===== src/rtl/mig_truth_table_gen.sv =====
// mig_truth_table_gen
// Programmable majority-inverter-graph evaluator. A netlist of up to
// NUM_GATES 3-input majority gates (each operand optionally inverted) is
// loaded while idle. On start the block sweeps every input pattern,
// evaluating one gate per cycle, and assembles the full truth table. The
// finished table is offered on a valid/ready port.
//
// Ports:
//   clk, rst_n              clock (rising edge), async active-low reset
//   cfg_we, cfg_gate        write one gate descriptor (IDLE only)
//   cfg_sel_a/b/c, cfg_inv  operand selects and per-operand inversion
//   cfg_out_we              write output descriptor (IDLE only)
//   cfg_out_sel/cfg_out_inv network output select and inversion
//   start                   begin a sweep (IDLE only)
//   busy                    high while evaluating / capturing
//   tt_valid/tt_ready       truth-table handshake
//   tt_data                 bit p = f(pattern p), x[k] = bit k of p
//
// Select encoding: 0 = constant 0, 1..NUM_INPUTS = x[k-1],
// NUM_INPUTS+1+j = gate output w[j], anything larger = constant 0.
module mig_truth_table_gen #(
  parameter int NUM_INPUTS = 7,
  parameter int NUM_GATES  = 8,
  localparam int TT_W   = 1 << NUM_INPUTS,
  localparam int SEL_W  = $clog2(1 + NUM_INPUTS + NUM_GATES),
  localparam int GATE_W = (NUM_GATES > 1) ? $clog2(NUM_GATES) : 1
) (
  input  logic              clk,
  input  logic              rst_n,
  input  logic              cfg_we,
  input  logic [GATE_W-1:0] cfg_gate,
  input  logic [SEL_W-1:0]  cfg_sel_a,
  input  logic [SEL_W-1:0]  cfg_sel_b,
  input  logic [SEL_W-1:0]  cfg_sel_c,
  input  logic [2:0]        cfg_inv,
  input  logic              cfg_out_we,
  input  logic [SEL_W-1:0]  cfg_out_sel,
  input  logic              cfg_out_inv,
  input  logic              start,
  output logic              busy,
  output logic              tt_valid,
  input  logic              tt_ready,
  output logic [TT_W-1:0]   tt_data
);

  typedef enum logic [1:0] {
    IDLE    = 2'd0,
    EVAL    = 2'd1,
    CAPTURE = 2'd2,
    DONE    = 2'd3
  } state_t;

  state_t state, state_next;

  // Netlist descriptors
  logic [SEL_W-1:0] sel_a [NUM_GATES];
  logic [SEL_W-1:0] sel_b [NUM_GATES];
  logic [SEL_W-1:0] sel_c [NUM_GATES];
  logic [2:0]       inv   [NUM_GATES];
  logic [SEL_W-1:0] out_sel;
  logic             out_inv;

  // Sweep datapath
  logic [NUM_INPUTS-1:0] pat;
  logic [GATE_W-1:0]     g;
  logic [NUM_GATES-1:0]  w;

  logic op_a, op_b, op_c, maj, out_bit;
  logic last_gate, last_pat;

  // Resolve a select against the current pattern and the gate outputs.
  // Only gates with index below lim are visible: in EVAL lim = g, which
  // turns self and forward references into constant 0 and rules out any
  // combinational loop; in CAPTURE every gate is visible.
  function automatic logic resolve(
    input logic [SEL_W-1:0]      sel,
    input logic [NUM_INPUTS-1:0] p,
    input logic [NUM_GATES-1:0]  wv,
    input int unsigned           lim
  );
    int unsigned s;
    logic        r;
    s = 32'(sel);
    r = 1'b0;
    for (int unsigned k = 0; k < NUM_INPUTS; k++) begin
      if (s == k + 1) r = p[k];
    end
    for (int unsigned j = 0; j < NUM_GATES; j++) begin
      if (s == NUM_INPUTS + 1 + j && j < lim) r = wv[j];
    end
    return r;
  endfunction

  always_comb begin
    op_a      = resolve(sel_a[g], pat, w, 32'(g)) ^ inv[g][0];
    op_b      = resolve(sel_b[g], pat, w, 32'(g)) ^ inv[g][1];
    op_c      = resolve(sel_c[g], pat, w, 32'(g)) ^ inv[g][2];
    maj       = (op_a & op_b) | (op_a & op_c) | (op_b & op_c);
    out_bit   = resolve(out_sel, pat, w, NUM_GATES) ^ out_inv;
    last_gate = (g == GATE_W'(NUM_GATES - 1));
    last_pat  = (pat == '1);
  end

  // State register
  always_ff @(posedge clk or negedge rst_n) begin
    if (!rst_n) state <= IDLE;
    else        state <= state_next;
  end

  // Next state and outputs
  always_comb begin
    state_next = state;
    busy       = 1'b0;
    tt_valid   = 1'b0;
    case (state)
      IDLE:    if (start) state_next = EVAL;
      EVAL: begin
        busy = 1'b1;
        if (last_gate) state_next = CAPTURE;
      end
      CAPTURE: begin
        busy       = 1'b1;
        state_next = last_pat ? DONE : EVAL;
      end
      DONE: begin
        tt_valid = 1'b1;
        if (tt_ready) state_next = IDLE;
      end
      default: state_next = IDLE;
    endcase
  end

  // Configuration store and sweep datapath
  always_ff @(posedge clk or negedge rst_n) begin
    if (!rst_n) begin
      for (int unsigned i = 0; i < NUM_GATES; i++) begin
        sel_a[i] <= '0;
        sel_b[i] <= '0;
        sel_c[i] <= '0;
        inv[i]   <= '0;
      end
      out_sel <= '0;
      out_inv <= 1'b0;
      pat     <= '0;
      g       <= '0;
      w       <= '0;
      tt_data <= '0;
    end else begin
      case (state)
        IDLE: begin
          if (cfg_we && (32'(cfg_gate) < NUM_GATES)) begin
            sel_a[cfg_gate] <= cfg_sel_a;
            sel_b[cfg_gate] <= cfg_sel_b;
            sel_c[cfg_gate] <= cfg_sel_c;
            inv[cfg_gate]   <= cfg_inv;
          end
          if (cfg_out_we) begin
            out_sel <= cfg_out_sel;
            out_inv <= cfg_out_inv;
          end
          if (start) begin
            pat     <= '0;
            g       <= '0;
            w       <= '0;
            tt_data <= '0;
          end
        end
        EVAL: begin
          w[g] <= maj;
          g    <= last_gate ? '0 : g + 1'b1;
        end
        CAPTURE: begin
          tt_data[pat] <= out_bit;
          if (!last_pat) begin
            pat <= pat + 1'b1;
            g   <= '0;
            w   <= '0;
          end
        end
        default: ;
      endcase
    end
  end

endmodule


===== config.mk =====
export PLATFORM = sky130hd
export DESIGN_NAME = mig_truth_table_gen
export DESIGN_NICKNAME = d
export VERILOG_FILES = /design/src/rtl/mig_truth_table_gen.sv
export SDC_FILE = /design/constraint.sdc
export NUM_CORES = 1
export LEC_CHECK = 0
export ABC_AREA = 1
export CAP_MARGIN = 20
export CORE_MARGIN = 1
export CORE_UTILIZATION = 51
export DETAILED_ROUTE_END_ITERATION = 7
export DONT_BUFFER_PORTS = 1
export PLACE_DENSITY = 0.76
export REMOVE_ABC_BUFFERS = 1
export SLEW_MARGIN = 25
export SYNTH_ARGS = -nofsm -noshare
export SYNTH_HDL_FRONTEND = slang
export SYNTH_SLANG_ARGS = --single-unit

===== constraint.sdc =====
create_clock -name clk -period 2.78 [get_ports clk]
set_input_delay 0.278 -clock clk [delete_from_list [all_inputs] [get_ports clk]]
set_output_delay 0.278 -clock clk [all_outputs]
set_load 0.02 [all_outputs]

== Word level (Yosys, flattened, before mapping) ==
Cells that the tools add are included.
Word-level totals
  bits in latches: 0
  ROM bits: 0
  bits in writable memories: 0
  word-level logic and storage cells: 268
  flip-flop bits (word level): 273
  memories: 0
  bits of input ports: 29
Cells by class
  add/subtract/negate cells: 2
  eq/ne operators: 66
  bitwise operators: 11
  magnitude comparators: 14
  reductions and logical operators: 34
  div/mod/pow operators: 0
  shift operators: 0
  multiplexer cells: 102
  multipliers: 0
Operator list (number)
  $pmux W128 S2: 1
  $bwmux W128: 1
  $mux W128: 1
  $eq A4 B4 Y1 const B: 29
  $bwmux W32: 3
  $eq A4 B3 Y1 const B: 16
  $mux W1: 61
  $bmux W4 S3: 3
  $eq A4 B2 Y1 const B: 8
  $mux W4: 7
  $bwmux W24: 1
  $logic_and A1 B1 Y1: 24
  $pmux W8 S3: 1
  $mux W3: 6
  $eq A4 B1 Y1 const B: 4
  $mux W8: 2
  $mux W7: 2
  $pmux W7 S2: 1
  $demux W4 S3: 1
  $bmux W3 S3: 1
  $demux W3 S3: 1
  $lt A3 B3 Y1 const A: 3
  $pmux W3 S3: 1
  $reduce_and A3 Y1: 3
  other kinds (29): 48

== Depth between registers and ports, before layout ==
  word-level depth: 25
  mapped depth: 24

== Least setup slack after synthesis ==
Ideal clock, no wire load.
  path type: reg2reg
  start point: register g[0]
  end point: register w[0]
  slack: 0.467 ns
  clock period less this slack: 2.313 ns
  buffers on the path: 3
  cell stages (with the launch flop): 21
  setup time: 0.118 ns
  arrival time: 2.195 ns
  cells stage by stage: dfrtp_1 buf_4 buf_4 buf_4 nand4_1 nand2_1 nor2_2 nand3_2 nor2_2 nand3_1 and2_1 nand2_1 nand2_1 nand3_1 nand2_1 nand4_1 nand2_1 nand2_1 nand2_4 nand3_1 nand2_1
Between the ends
  cells in the longest elaborated chain, start to end: 25
  elaborated cells between the ends (all ways): 140
RTL lines
  from (decl): line 65  | logic [GATE_W-1:0] g;
  from (signal assigned): line 170  | g <= last_gate ? '0 : g + 1'b1;
  $not A3 Y4 (not written as such): line 95, 96, 97
  $bmux W4 S3 (on tied branches): line 95, 96, 97
  $mux W4 (on tied branches) (2 in series): line 95, 96, 97
  $eq A4 B1 Y1: line 86  | if (s == k + 1) r = p[k];
  $mux W1 (7 in series): line 86
  $mux W1 (7 in series): line 89  | if (s == NUM_INPUTS + 1 + j && j < lim) r = wv[j];
  $xor A1 B1 Y1 (on tied branches): line 95, 96, 97
  $and A1 B1 Y1: line 98  | maj = (op_a & op_b) | (op_a & op_c) | (op_b & op_c);
  $or A1 B1 Y1 (2 in series): line 98
  $bwmux W8 *: line 169  | w[g] <= maj;
  $pmux W8 S3 *: line 149  | case (state)
  to (signal, indexed assignment): line 169
  to (decl): line 66  | logic [NUM_GATES-1:0] w;
Every way passes the cells marked *; elsewhere a longest branch is shown, timed or not. The select of a mux whose other input is x is not followed.
A chain may end at the register's enable or synchronous reset.

== Worst setup path after layout ==
Same ends and word-level chain as after synthesis.

==> run_summary.xml <==
<?xml version="1.0" encoding="UTF-8"?>
<metrics>
  <group name="cells_and_area">
    <metric name="fraction_of_final_layout_cells_sized_beyond_drive_strength_1" unit="">0.0862</metric>
    <metric name="postLayoutCellArea" unit="sq um">16000</metric>
    <metric name="layout.area.seq" unit="sq um">6840</metric>
    <metric name="layout.nets" unit="">1930</metric>
    <metric name="multi_input_area" unit="sq um">6540</metric>
    <metric name="flow.area_growth_from_synthesis" unit="%">12.2</metric>
    <metric name="postLayoutCoreUtil" unit="">0.588</metric>
    <metric name="fillers" unit="">2452</metric>
    <metric name="layout.cells.non_filler" unit="">2287</metric>
  </group>
  <group name="sta">
    <metric name="final.setup.tns" unit="ps">0</metric>
    <metric name="timing_max_transition_violations_final" unit="">0</metric>
    <metric name="worst_slew_slack_as_a_fraction_of_its_limit" unit="">0.482</metric>
    <metric name="fin_hold_ws" unit="ps">-604</metric>
    <metric name="timing_worst_slew_pin_value" unit="ps">775</metric>
    <metric name="clock-skew-final" unit="ps">12.9</metric>
    <metric name="final_hold_vio_count" unit="">273</metric>
    <metric name="rsz_0062_raised_after_global_routing" unit="">no</metric>
    <metric name="max_freq" unit="MHz">394</metric>
    <metric name="final.period_utilization" unit="">0.913</metric>
    <metric name="finalWorstSetupSlack" unit="ps">242</metric>
    <metric name="min_period" unit="ps">2540</metric>
    <metric name="report.final.setup_viol" unit="">0</metric>
  </group>
  <group name="die">
    <metric name="floorplan.die.width" unit="um">169</metric>
    <metric name="design.portCount" unit="">159</metric>
    <metric name="initial_core_util" unit="">0.524</metric>
    <metric name="dieHeight" unit="um">169</metric>
    <metric name="rows" unit="">60</metric>
    <metric name="design.core.area" unit="sq um">27200</metric>
    <metric name="fp.dieArea" unit="sq um">28600</metric>
  </group>
  <group name="logic_synthesis">
    <metric name="post-synth-top-area-fraction" unit="">0.480</metric>
    <metric name="synth.area.top_cells" unit="">dfrtp_1 (48%), nand2_1 (15%), nand3_1 (9.9%)</metric>
    <metric name="synth_most_common_cell" unit="">nand2_1</metric>
    <metric name="syn_inst" unit="">1894</metric>
    <metric name="synth_top_flop_cell" unit="">dfrtp_1</metric>
    <metric name="area_of_the_mapped_netlist" unit="sq um">14200</metric>
    <metric name="synth-edff-count" unit="">0</metric>
    <metric name="synth-seq-area-share" unit="">0.480</metric>
    <metric name="synth_cell_type_count" unit="">43</metric>
    <metric name="ys_seq_elements" unit="">273</metric>
    <metric name="synth_async_sr_flop_share" unit="">1.00</metric>
    <metric name="yosys-top-cells-count" unit="">nand2_1 (575), nand3_1 (283), dfrtp_1 (273)</metric>
    <metric name="syn_area_per_cell" unit="sq um">7.52</metric>
    <metric name="yosys_warnings" unit="">0</metric>
    <metric name="post-synth-top-area-cell" unit="">dfrtp_1</metric>
  </group>
  <group name="drt">
    <metric name="detail_route.first_pass.iterations" unit="">6</metric>
    <metric name="route.detailed.vias_per_inst" unit="">5.85</metric>
    <metric name="routed-via-count" unit="">13400</metric>
    <metric name="postRouteAntennaNets" unit="">0</metric>
    <metric name="drt_iter0_markers" unit="">1613</metric>
    <metric name="routed_wirelength" unit="um">41700</metric>
    <metric name="detail_route.drc_violations" unit="">0</metric>
    <metric name="wl_per_cell" unit="um">18.2</metric>
  </group>
  <group name="global_routing">
    <metric name="grt_start_max_net_pins" unit="">274</metric>
    <metric name="via_count_of_the_first_global_routing_pass" unit="">12600</metric>
    <metric name="grt_pass1_wl" unit="um">67000</metric>
    <metric name="globalRouteOverflowTotal" unit="">0</metric>
    <metric name="grt_antenna_before_repair" unit="">1</metric>
    <metric name="grt.total_usage" unit="">0.290</metric>
  </group>
  <group name="clock_tree">
    <metric name="cts-buffers-inserted" unit="">30</metric>
    <metric name="cts.root.buffer_cell" unit="">clkbuf_16</metric>
    <metric name="clk_sink_count" unit="">273</metric>
    <metric name="cts_buffer_depth" unit="">3</metric>
    <metric name="cts_tree" unit="">built</metric>
    <metric name="cts_hold_repair.buffers" unit="">15</metric>
    <metric name="h-tree-depth" unit="">1</metric>
    <metric name="clk-insertion-delay-late" unit="ps">570</metric>
    <metric name="cts.clk_slew.worst_paths" unit="ps">60</metric>
  </group>
  <group name="status">
    <metric name="violated_checks" unit="">hold timing</metric>
    <metric name="run_status" unit="">finished with violations</metric>
  </group>
  <group name="run">
    <metric name="drv.max_cap_violation_count" unit="">0</metric>
  </group>
  <group name="worst_hold_path">
    <metric name="timing.hold.worst.class" unit="">input port to async pin</metric>
  </group>
  <group name="power_and_ir_drop">
    <metric name="p_per_area" unit="nW/um^2">1000</metric>
    <metric name="static_leakage" unit="uW">0.00783</metric>
    <metric name="ir_worst_vdd" unit="uV">667</metric>
  </group>
  <group name="setup_path">
    <metric name="worst-endpoint-arrival" unit="ps">3060</metric>
    <metric name="timing.critical_path.to_type" unit="">register</metric>
    <metric name="critical_path_class" unit="">register to register</metric>
    <metric name="worst_setup_path_start_kind" unit="">register</metric>
    <metric name="required" unit="ps">3300</metric>
    <metric name="crit_fanout" unit="">14</metric>
  </group>
  <group name="placement">
    <metric name="dpl.cell_count" unit="">2213</metric>
    <metric name="dp_worst_slack" unit="ps">141</metric>
    <metric name="place.port_buffers" unit="">0</metric>
    <metric name="hpwl" unit="um">27100</metric>
    <metric name="post_dp_cell_area" unit="sq um">14700</metric>
    <metric name="gpl.final_weighted_congestion" unit="">0.932</metric>
  </group>
</metrics>
-- what timing repair did --
action | in CTS | in global routing
buffers inserted | 0 | 3
gates resized for setup | 0 | 12
hold endpoints to repair | 302 | 273
endpoints found under the setup margin | 0 | 106
-- sequential cells by signal, summed over array words and instances (netlist names) --
name / cells
state: 2
sel_c: 32
w: 8
out_inv: 1
tt_data: 128
sel_b: 32
g: 3
sel_a: 32
pat: 7
inv: 24
out_sel: 4
-- report_power, final --
group / switching (uW) / internal [uW]
clock network: 1640 / 2380
logic: 4530 / 1930
registers: 667 / 4820
total: 6840 / 9130
-- layer usage --
| layer | GRT usage | vias up | wire length (um) |
|---|---|---|---|
| met2 | 0.477 | 585 | 19600 |
| met4 | 0.104 | 0 | 1540 |
| met5 | 0 | - | 0 |
| met1 | 0.380 | 6416 | 16900 |
| li1 | - | 6262 | - |
| met3 | 0.0568 | 108 | 3650 |
-- layout make-up --
cell class	instances	area share
Sequential cell	273	0.428
Multi-Input combinational cell	1394	0.409
Clock buffer	44	0.0553
Timing Repair Buffer	71	0.0417
Inverter	123	0.0291
Tap cell	372	0.0291
Clock inverter	9	0.00775
Antenna cell	1	0.000157
-- stage by stage --
stage | total power [uW] | hold WS (ps)
after floorplan | 9340 | -17.6
after global placement | 11500 | -8.84
after detailed placement | 11600 | -11.0
after CTS | 15700 | -619
after global routing | 16900 | -626
final | 16000 | -604
-- path summary, 6_finish.rpt --
check	startpoint	to	slack [ps]	cells past startpoint
setup / recovery	g[0]	w[0]	240	16
hold / removal	rst_n	tt_data[62]	-600	0
setup reg to reg	g[0]	w[0]	240	16
hold reg to reg	sel_a[15]	sel_a[15]	480	2
max in group asynchronous	rst_n	sel_b[19]	3050	0
min in group clk	cfg_sel_b[3]	sel_b[7]	10	2
-- cell families (layout without fill, tap and decap cells) --
kind of cell,after synthesis,in the layout,synth area share
compound gates,234,234,0.0952
fa+ha+maj,8,8,0.00703
buf+inv,229,247,0.0654
flops,273,273,0.480
mux,2,2,0.00158
other cells,0,1,0
simple gates,1148,1150,0.351
-- layout by cell type, fill, tap and decap left out, types with 30 or more instances in the layout --
| cell type | Yosys | final |
|---|---|---|
| nand3_1 | 283 | 282 |
| o21ai_0 | 144 | 144 |
| inv_1 | 108 | 106 |
| nand2_1 | 575 | 572 |
| nor2_1 | 170 | 169 |
| nor3_1 | 58 | 57 |
| o211ai_1 | 47 | 47 |
| dfrtp_1 | 273 | 270 |
| buf_4 | 4 | 47 |
| clkbuf_16 | 0 | 30 |
-- worst max-delay path, cell delays in order (launching register included) --
cell	delay, ps
dfrtp_1	420
buf_6	200
nor3_4	390
nand2_1	100
nand2_1	100
inv_2	40
nand3_2	150
nand2_1	90
nor3_1	290
a21oi_1	80
nand3_1	100
nand3_1	110
nand2_1	90
nand2_1	80
nand2_4	100
nand3_1	80
nand2_1	60
(Power assumes the default switching activity.)
